File: src/rtl/alu_exec_unit.sv
`default_nettype none
// +----------------------------------------------------------------------------+
// | Module  : alu_exec_unit                                                    |
// | Brief   : Handshaked ALU executing ALUControl codes; results held until    |
// |           taken. Optional serial shifter enabled by macro ALU_SHIFT_EN.    |
// | Revision: 1.0 - initial release                                            |
// +----------------------------------------------------------------------------+
module alu_exec_unit #(
  parameter int WIDTH   = 32,
  parameter int SHAMT_W = 5
) (
  input  logic             clk,
  input  logic             rst,
  input  logic             in_valid,
  output logic             in_ready,
  input  logic [2:0]       ALUControl,
  input  logic [WIDTH-1:0] src_a,
  input  logic [WIDTH-1:0] src_b,
  output logic             out_valid,
  input  logic             out_ready,
  output logic [WIDTH-1:0] result,
  output logic             zero,
  output logic             illegal
);

  localparam logic [2:0] c_OP_ADD = 3'b000;
  localparam logic [2:0] c_OP_SUB = 3'b001;
  localparam logic [2:0] c_OP_AND = 3'b010;
  localparam logic [2:0] c_OP_OR  = 3'b011;
  localparam logic [2:0] c_OP_SLL = 3'b100;
  localparam logic [2:0] c_OP_SLT = 3'b101;
  localparam logic [2:0] c_OP_SRL = 3'b110;

  typedef enum logic [1:0] {
    S_IDLE = 2'd0,
    S_BUSY = 2'd1,
    S_DONE = 2'd2
  } state_t;

  generate
    if (SHAMT_W != $clog2(WIDTH)) begin : g_bad_shamt_w
      $error("SHAMT_W must equal clog2(WIDTH)");
    end
  endgenerate

  state_t           r_state;
  state_t           w_state_nxt;
  logic [WIDTH-1:0] r_result;
  logic             r_zero;
  logic             r_illegal;
  logic             w_accept;
  logic [WIDTH-1:0] w_alu_result;
  logic             w_alu_illegal;
  logic             w_start_busy;

`ifdef ALU_SHIFT_EN
  logic [SHAMT_W-1:0] r_count;
  logic               r_dir_left;
  logic [SHAMT_W-1:0] w_shamt;
  logic               w_is_shift;
  logic [WIDTH-1:0]   w_shift_result;

  assign w_shamt        = src_b[SHAMT_W-1:0];
  assign w_is_shift     = (ALUControl == c_OP_SLL) || (ALUControl == c_OP_SRL);
  assign w_start_busy   = w_is_shift && (w_shamt != '0);
  assign w_shift_result = r_dir_left ? (r_result << 1) : (r_result >> 1);
`else
  assign w_start_busy = 1'b0;
`endif

  assign w_accept  = in_valid && (r_state == S_IDLE);
  assign in_ready  = (r_state == S_IDLE);
  assign out_valid = (r_state == S_DONE);
  assign result    = r_result;
  assign zero      = r_zero;
  assign illegal   = r_illegal;

  // Single-cycle part of the ALU; shifts only load src_a here and finish in BUSY.
  always_comb begin
    w_alu_result  = '0;
    w_alu_illegal = 1'b0;
    case (ALUControl)
      c_OP_ADD: w_alu_result = src_a + src_b;
      c_OP_SUB: w_alu_result = src_a - src_b;
      c_OP_AND: w_alu_result = src_a & src_b;
      c_OP_OR:  w_alu_result = src_a | src_b;
      c_OP_SLT: w_alu_result = {{(WIDTH-1){1'b0}}, ($signed(src_a) < $signed(src_b))};
`ifdef ALU_SHIFT_EN
      c_OP_SLL,
      c_OP_SRL: w_alu_result = src_a;
`else
      c_OP_SLL,
      c_OP_SRL: w_alu_illegal = 1'b1;
`endif
      default:  w_alu_illegal = 1'b1;
    endcase
  end

  always_ff @(posedge clk or posedge rst) begin
    if (rst) begin
      r_state <= S_IDLE;
    end else begin
      r_state <= w_state_nxt;
    end
  end

  always_comb begin
    w_state_nxt = r_state;
    case (r_state)
      S_IDLE: begin
        if (w_accept) begin
          w_state_nxt = w_start_busy ? S_BUSY : S_DONE;
        end
      end
`ifdef ALU_SHIFT_EN
      S_BUSY: begin
        if (r_count == SHAMT_W'(1)) begin
          w_state_nxt = S_DONE;
        end
      end
`endif
      S_DONE: begin
        if (out_ready) begin
          w_state_nxt = S_IDLE;
        end
      end
      default: w_state_nxt = S_IDLE;
    endcase
  end

  always_ff @(posedge clk or posedge rst) begin
    if (rst) begin
      r_result   <= '0;
      r_zero     <= 1'b1;
      r_illegal  <= 1'b0;
`ifdef ALU_SHIFT_EN
      r_count    <= '0;
      r_dir_left <= 1'b0;
`endif
    end else begin
      case (r_state)
        S_IDLE: begin
          if (w_accept) begin
            r_result   <= w_alu_result;
            r_zero     <= (w_alu_result == '0);
            r_illegal  <= w_alu_illegal;
`ifdef ALU_SHIFT_EN
            r_count    <= w_shamt;
            r_dir_left <= (ALUControl == c_OP_SLL);
`endif
          end
        end
`ifdef ALU_SHIFT_EN
        S_BUSY: begin
          r_result <= w_shift_result;
          r_zero   <= (w_shift_result == '0);
          r_count  <= r_count - SHAMT_W'(1);
        end
`endif
        default: begin
          r_result <= r_result;
        end
      endcase
    end
  end

endmodule
`default_nettype wire

File: config.mk
export PLATFORM = sky130hd
export DESIGN_NAME = alu_exec_unit
export DESIGN_NICKNAME = d
export VERILOG_FILES = /design/src/rtl/alu_exec_unit.sv
export SDC_FILE = /design/constraint.sdc
export NUM_CORES = 1
export LEC_CHECK = 0
export ABC_AREA = 0
export ABC_CLOCK_PERIOD_IN_PS = 4650
export BUFFER_PORTS_ARGS = -buffer_cell sky130_fd_sc_hd__buf_2
export CAP_MARGIN = 20
export CORE_MARGIN = 4
export CORE_UTILIZATION = 31
export CTS_CLUSTER_DIAMETER = 30
export CTS_CLUSTER_SIZE = 25
export DETAILED_ROUTE_END_ITERATION = 10
export SLEW_MARGIN = 10
export SYNTH_ARGS = -nofsm -noshare
export SYNTH_HDL_FRONTEND = slang
export SYNTH_SLANG_ARGS = --single-unit
File: constraint.sdc
create_clock -name clk -period 4.65 [get_ports clk]
set_clock_uncertainty 0.15 [all_clocks]
set_input_delay 0.6975 -clock clk [delete_from_list [all_inputs] [get_ports clk]]
set_output_delay 0.6975 -clock clk [all_outputs]
set_load 0.005 [all_outputs]
Yosys cells after proc, flatten, opt, wreduce, memory -nomap -nowiden
Index checks and enable logic that the tools add are counted.
W data, S select, Z words.
{"block": "word_totals", "out_inout_bits": 36, "reg_bits": 36}
{"block": "op_classes", "eq_ne": 7, "bitwise_logic": 2, "order_cmp": 1, "reduce_logical": 7, "muxes": 5, "add_sub_neg": 2}
{"cell": "$pmux W32 S5", "count": 1}
{"cell": "$add A32 B32 Y32", "count": 1}
{"cell": "$and A32 B32 Y32", "count": 1}
{"cell": "$logic_not A32 Y1", "count": 1}
{"cell": "$lt A32 B32 Y1", "count": 1}
{"cell": "$or A32 B32 Y32", "count": 1}
{"cell": "$sub A32 B32 Y32", "count": 1}
{"cell": "$eq A3 B2 Y1 const B", "count": 2}
{"cell": "$reduce_or A5 Y1", "count": 1}
{"cell": "$mux W2", "count": 2}
{"cell": "$ne A2 B1 Y1 const B", "count": 2}
{"cell": "$pmux W2 S2", "count": 1}
{"cell": "$reduce_and A2 Y1", "count": 2}
{"cell": "$eq A3 B1 Y1 const B", "count": 1}
{"cell": "$eq A3 B3 Y1 const B", "count": 1}
{"cell": "$logic_not A3 Y1", "count": 1}
{"cell": "$eq A2 B2 Y1 const B", "count": 1}
{"cell": "$logic_not A2 Y1", "count": 1}
{"cell": "$logic_and A1 B1 Y1", "count": 1}
{"cell": "$mux W1", "count": 1}

Logic depth before layout (Yosys ltp)
{"block": "depth", "word_depth": 4, "depth_mapped": 15}

Worst setup path after synthesis
Ideal clock, no wire load.
{"block": "synth_path", "kind": "input to register", "startpoint": "input src_a[8]", "endpoint": "register r_zero (netlist: zero)", "path_buffers": 1, "stages": 13, "required_ps": 4403, "slack_ps": 799, "arrival_ps": 3604, "setup_ps": 97, "path_cell_list": "inv_1 -> ha_1 -> buf_4 -> or4_4 -> a211oi_2 -> o21ai_2 -> and2_4 -> o311ai_2 -> a2bb2oi_1 -> or4_1 -> nor4_1 -> nand4_1 -> o41ai_2"}
{"block": "synth_between", "elab_chain_cells": 3, "word_cells_on_any_way": 7, "cone_classes": "add/sub (2); order compare (1); mux (1); bitwise (2); reduce/logical (1)"}
{"element": "start, declared", "line_no": "17", "text": "input logic [WIDTH-1:0] src_a,"}
{"element": "$sub A32 B32 Y32, or another cell as far along", "line_no": "84", "text": "c_OP_SUB: w_alu_result = src_a - src_b;"}
{"element": "$pmux W32 S5 (*)", "line_no": "82", "text": "case (ALUControl)"}
{"element": "$logic_not A32 Y1 (*)", "line_no": "145", "text": "r_zero <= (w_alu_result == '0);"}
{"element": "end signal, assigned", "line_no": "145"}
{"element": "end, declared", "line_no": "49", "text": "logic r_zero;"}
Mark *: on every way between the ends. The rest lies on a longest branch, timed or not.
A chain may end at the register's enable or synchronous reset.

Final worst setup path
{"block": "layout_path", "startpoint": "input src_a[19]", "endpoint": "register r_zero (netlist: zero)"}
The elaborated chain is that of the path after synthesis.

==> flow_summary.ini <==
[die]
rows = 53
dieArea_um2 = 24100
die_w_um = 155
ios = 107
core-area_um2 = 21200
dieHeight_um = 155
start_util = 0.317

[drt]
routed_wl_mm = 24.4
drtIter0Drc = 540
via_per_inst = 5.51
num_vias = 7352
postRouteAntennaNets = 0
drc = 0
dr.pass1.iters = 5
wl_per_cell_um = 18.3

[logic_synthesis]
synth_compound_area_frac = 0.320
avgSynthCellArea_um2 = 7.16
netlist_instances = 941
synth_fa_ha_area_frac = 0.207
synthFlopType = dfrtp_1
synth-xor-area-share = 0.0299
netlist_area_um2 = 6740
synthSimpleGateAreaFrac = 0.191
syn_nets = 1122
async_flop_share = 1.00
ys_warn_count = 0
synth_top_family_by_area = compound AO/OA/AOI/OAI gates
synth_edf_count = 0
synth_cell_types = 74
yosys-mux-area-fraction = 0.0340
ys_ff_latch = 35
yosysSeqAreaShare = 0.130

[critical_path]
startpoint_type = input pin
criticalPathCategory = input pin to flop
path_max_fanout = 4
critPathRequiredTime_ns = 4.69
path_buf_inv = 2
worstPathArrival_ns = 4.35
worst_path_dominant_cell_family = simple AND/OR/NAND/NOR gates
crit_slowest_cell = or4_4
worstPathCellList = buf_2, inv_1, ha_1, or4_4, nor4_1, o41ai_1, a21oi_2, a31oi_1, or4_1, a22o_1, a211oi_1, nand4_1, o41ai_2
critPathMaxStageDelay_ns = 0.60
worstSetupEndpointType = flop

[layout]
area_growth_pct = 19.2
fin_nets = 1240
drive_above_1_share = 0.200
n_fill_cell = 2318
antenna_cells = 0
stdcell_area_um2 = 8030

[grt]
grt_pass1_vias = 7142
grt_max_degree = 79
grt_overflow_total = 0
grt.total_usage = 0.197
antenna_found_initial = 1
grt_pass1_wl_mm = 38.7

[sta]
period_minus_slack_ns = 4.31
final_hold_viol_count = 0
finalCritPeriodShare = 0.927
slew_violations = 0
setup_tns_ns = 0
holdWs_ns = 0.322
slew_headroom = 0.339
worst_pin_slew_ns = 0.988
max_freq_ghz = 0.232
rsz0062_at_grt = false
setup_viol = 0

[clocking]
cts_tree = done
clock_sinks = 35
root_buffer = clkbuf_16
cts_hold_buf = 0
clkLatencyLatePin_ns = 0.29
numCtsBuffers = 5
ctsLongestPathBuffers = 2
htreeDepth = 2
cts.clk_slew.worst_paths_ns = 0.06
post_cts_resized = 0
post_cts_buffers = 0

[run_status]
status = finished clean

[min_path]
hold_class = flop to flop

[power_and_ir_drop]
p_total_mw = 1.77
leakage_nw = 3.90
peakVddDrop_v = 0.000140
p_per_area_nw_per_um2 = 220

[flow_run]
maxCapViolCount = 0

[place]
io_buffers = 106
placed_area_um2 = 7850
gp_congestion = 0.950
hpwl_mm = 19.7
[sequential cells by signal, summed over array words and instances (netlist names)]
signal   count
illegal      1
r_state      1
result      32
zero         1
[placed cells by master, fill, tap and decap left out, types with 8 or more instances in the layout]
master	count
o31ai_1	15
mux2_2	15
o21ai_0	64
a211oi_1	28
nor2_1	85
dfrtp_1	34
buf_2	106
a31oi_1	10
nand2b_1	8
nand4_1	14
ha_1	108
inv_1	97
xnor2_1	19
nand2_1	74
a21oi_1	96
nor4_1	15
o22ai_1	9
o21bai_1	8
buf_4	60
nor2b_1	12
nor3_1	20
nand3_1	14
o211ai_1	14
a21o_1	16
[final cells by class]
class	instances	area (µm²)	area share
clock buffers	5	125	0.0156
clock inverters	3	47.5	0.00592
inverters	97	364	0.0454
multi-input cells	753	5270	0.656
flip-flops and latches	35	877	0.109
well taps	275	344	0.0429
repair buffers	167	1000	0.125
[worst min-delay path, stage by stage, from the launching register on]
cell	delay [ns]
dfrtp_1	0.34
nand2_1	0.04
o21ai_0	0.06
[power breakdown]
group / internal (mW) / leakage (nW) / switching (mW)
clock network: 0.256 / 0.0844 / 0.146
registers: 0.371 / 0.449 / 0.0415
logic: 0.393 / 3.37 / 0.558
[worst paths after layout]
path,start,endpoint,slack [ns],cells past startpoint
setup / recovery,src_a[19],zero,0.34,13
setup reg to reg,r_state[1],zero,2.33,10
max in group asynchronous,rst,zero,3.64,3
hold / removal,result[24],result[24],0.32,2
hold reg to reg,result[24],result[24],0.32,2
min in group asynchronous,rst,result[23],0.36,3
[cells by family (layout without fill, tap and decap cells)]
kind of cell / Yosys count / in the layout
AO/OA/AOI/OAI: 328 / 328
AND/OR/NAND/NOR: 271 / 271
buffers and inverters: 153 / 272
adder cells (fa/ha/maj): 110 / 110
flip-flops: 35 / 35
XOR/XNOR: 23 / 23
multiplexers: 21 / 21
[synthesized netlist by cell type, types with 6 or more instances]
master | count | area (µm²)
a31oi_1 | 10 | 62.6
o21bai_1 | 8 | 60.1
o21a_1 | 6 | 45.0
a211oi_1 | 28 | 210
o21ai_0 | 64 | 320
nand2b_1 | 8 | 50.1
mux2_2 | 15 | 169
buf_1 | 8 | 30.0
a21oi_1 | 96 | 480
o31ai_1 | 15 | 113
nand2_1 | 74 | 278
ha_1 | 108 | 1350
nand4_1 | 14 | 87.6
nor2_1 | 85 | 319
o211ai_1 | 14 | 105
nor2b_1 | 12 | 75.1
clkbuf_1 | 44 | 165
xnor2_1 | 19 | 166
mux2i_1 | 6 | 60.1
nor4_1 | 15 | 93.8
nand3_1 | 14 | 70.1
a21o_1 | 16 | 120
o22ai_1 | 9 | 56.3
nor3_1 | 20 | 100
inv_1 | 97 | 364
dfrtp_1 | 34 | 851
[routing by layer]
metal,part of all wire,track usage
met1,0.43,0.258
met2,0.48,0.340
met3,0.061,0.0206
met4,0.031,0.0592
met5,0.00033,0
[per-stage QoR]
stage / utilization / std cells / setup WS [ns]
2_1_floorplan: - / 941 / 0.799
3_3_place_gp: 0.370 / 1327 / 0.0912
3_5_place_dp: 0.370 / 1327 / 0.131
4_1_cts: 0.378 / 1335 / 0.418
5_1_grt: 0.378 / 1335 / 0.168
6_report: 0.378 / 1335 / 0.341
No activity file was read; power rests on OpenSTA's default activity.
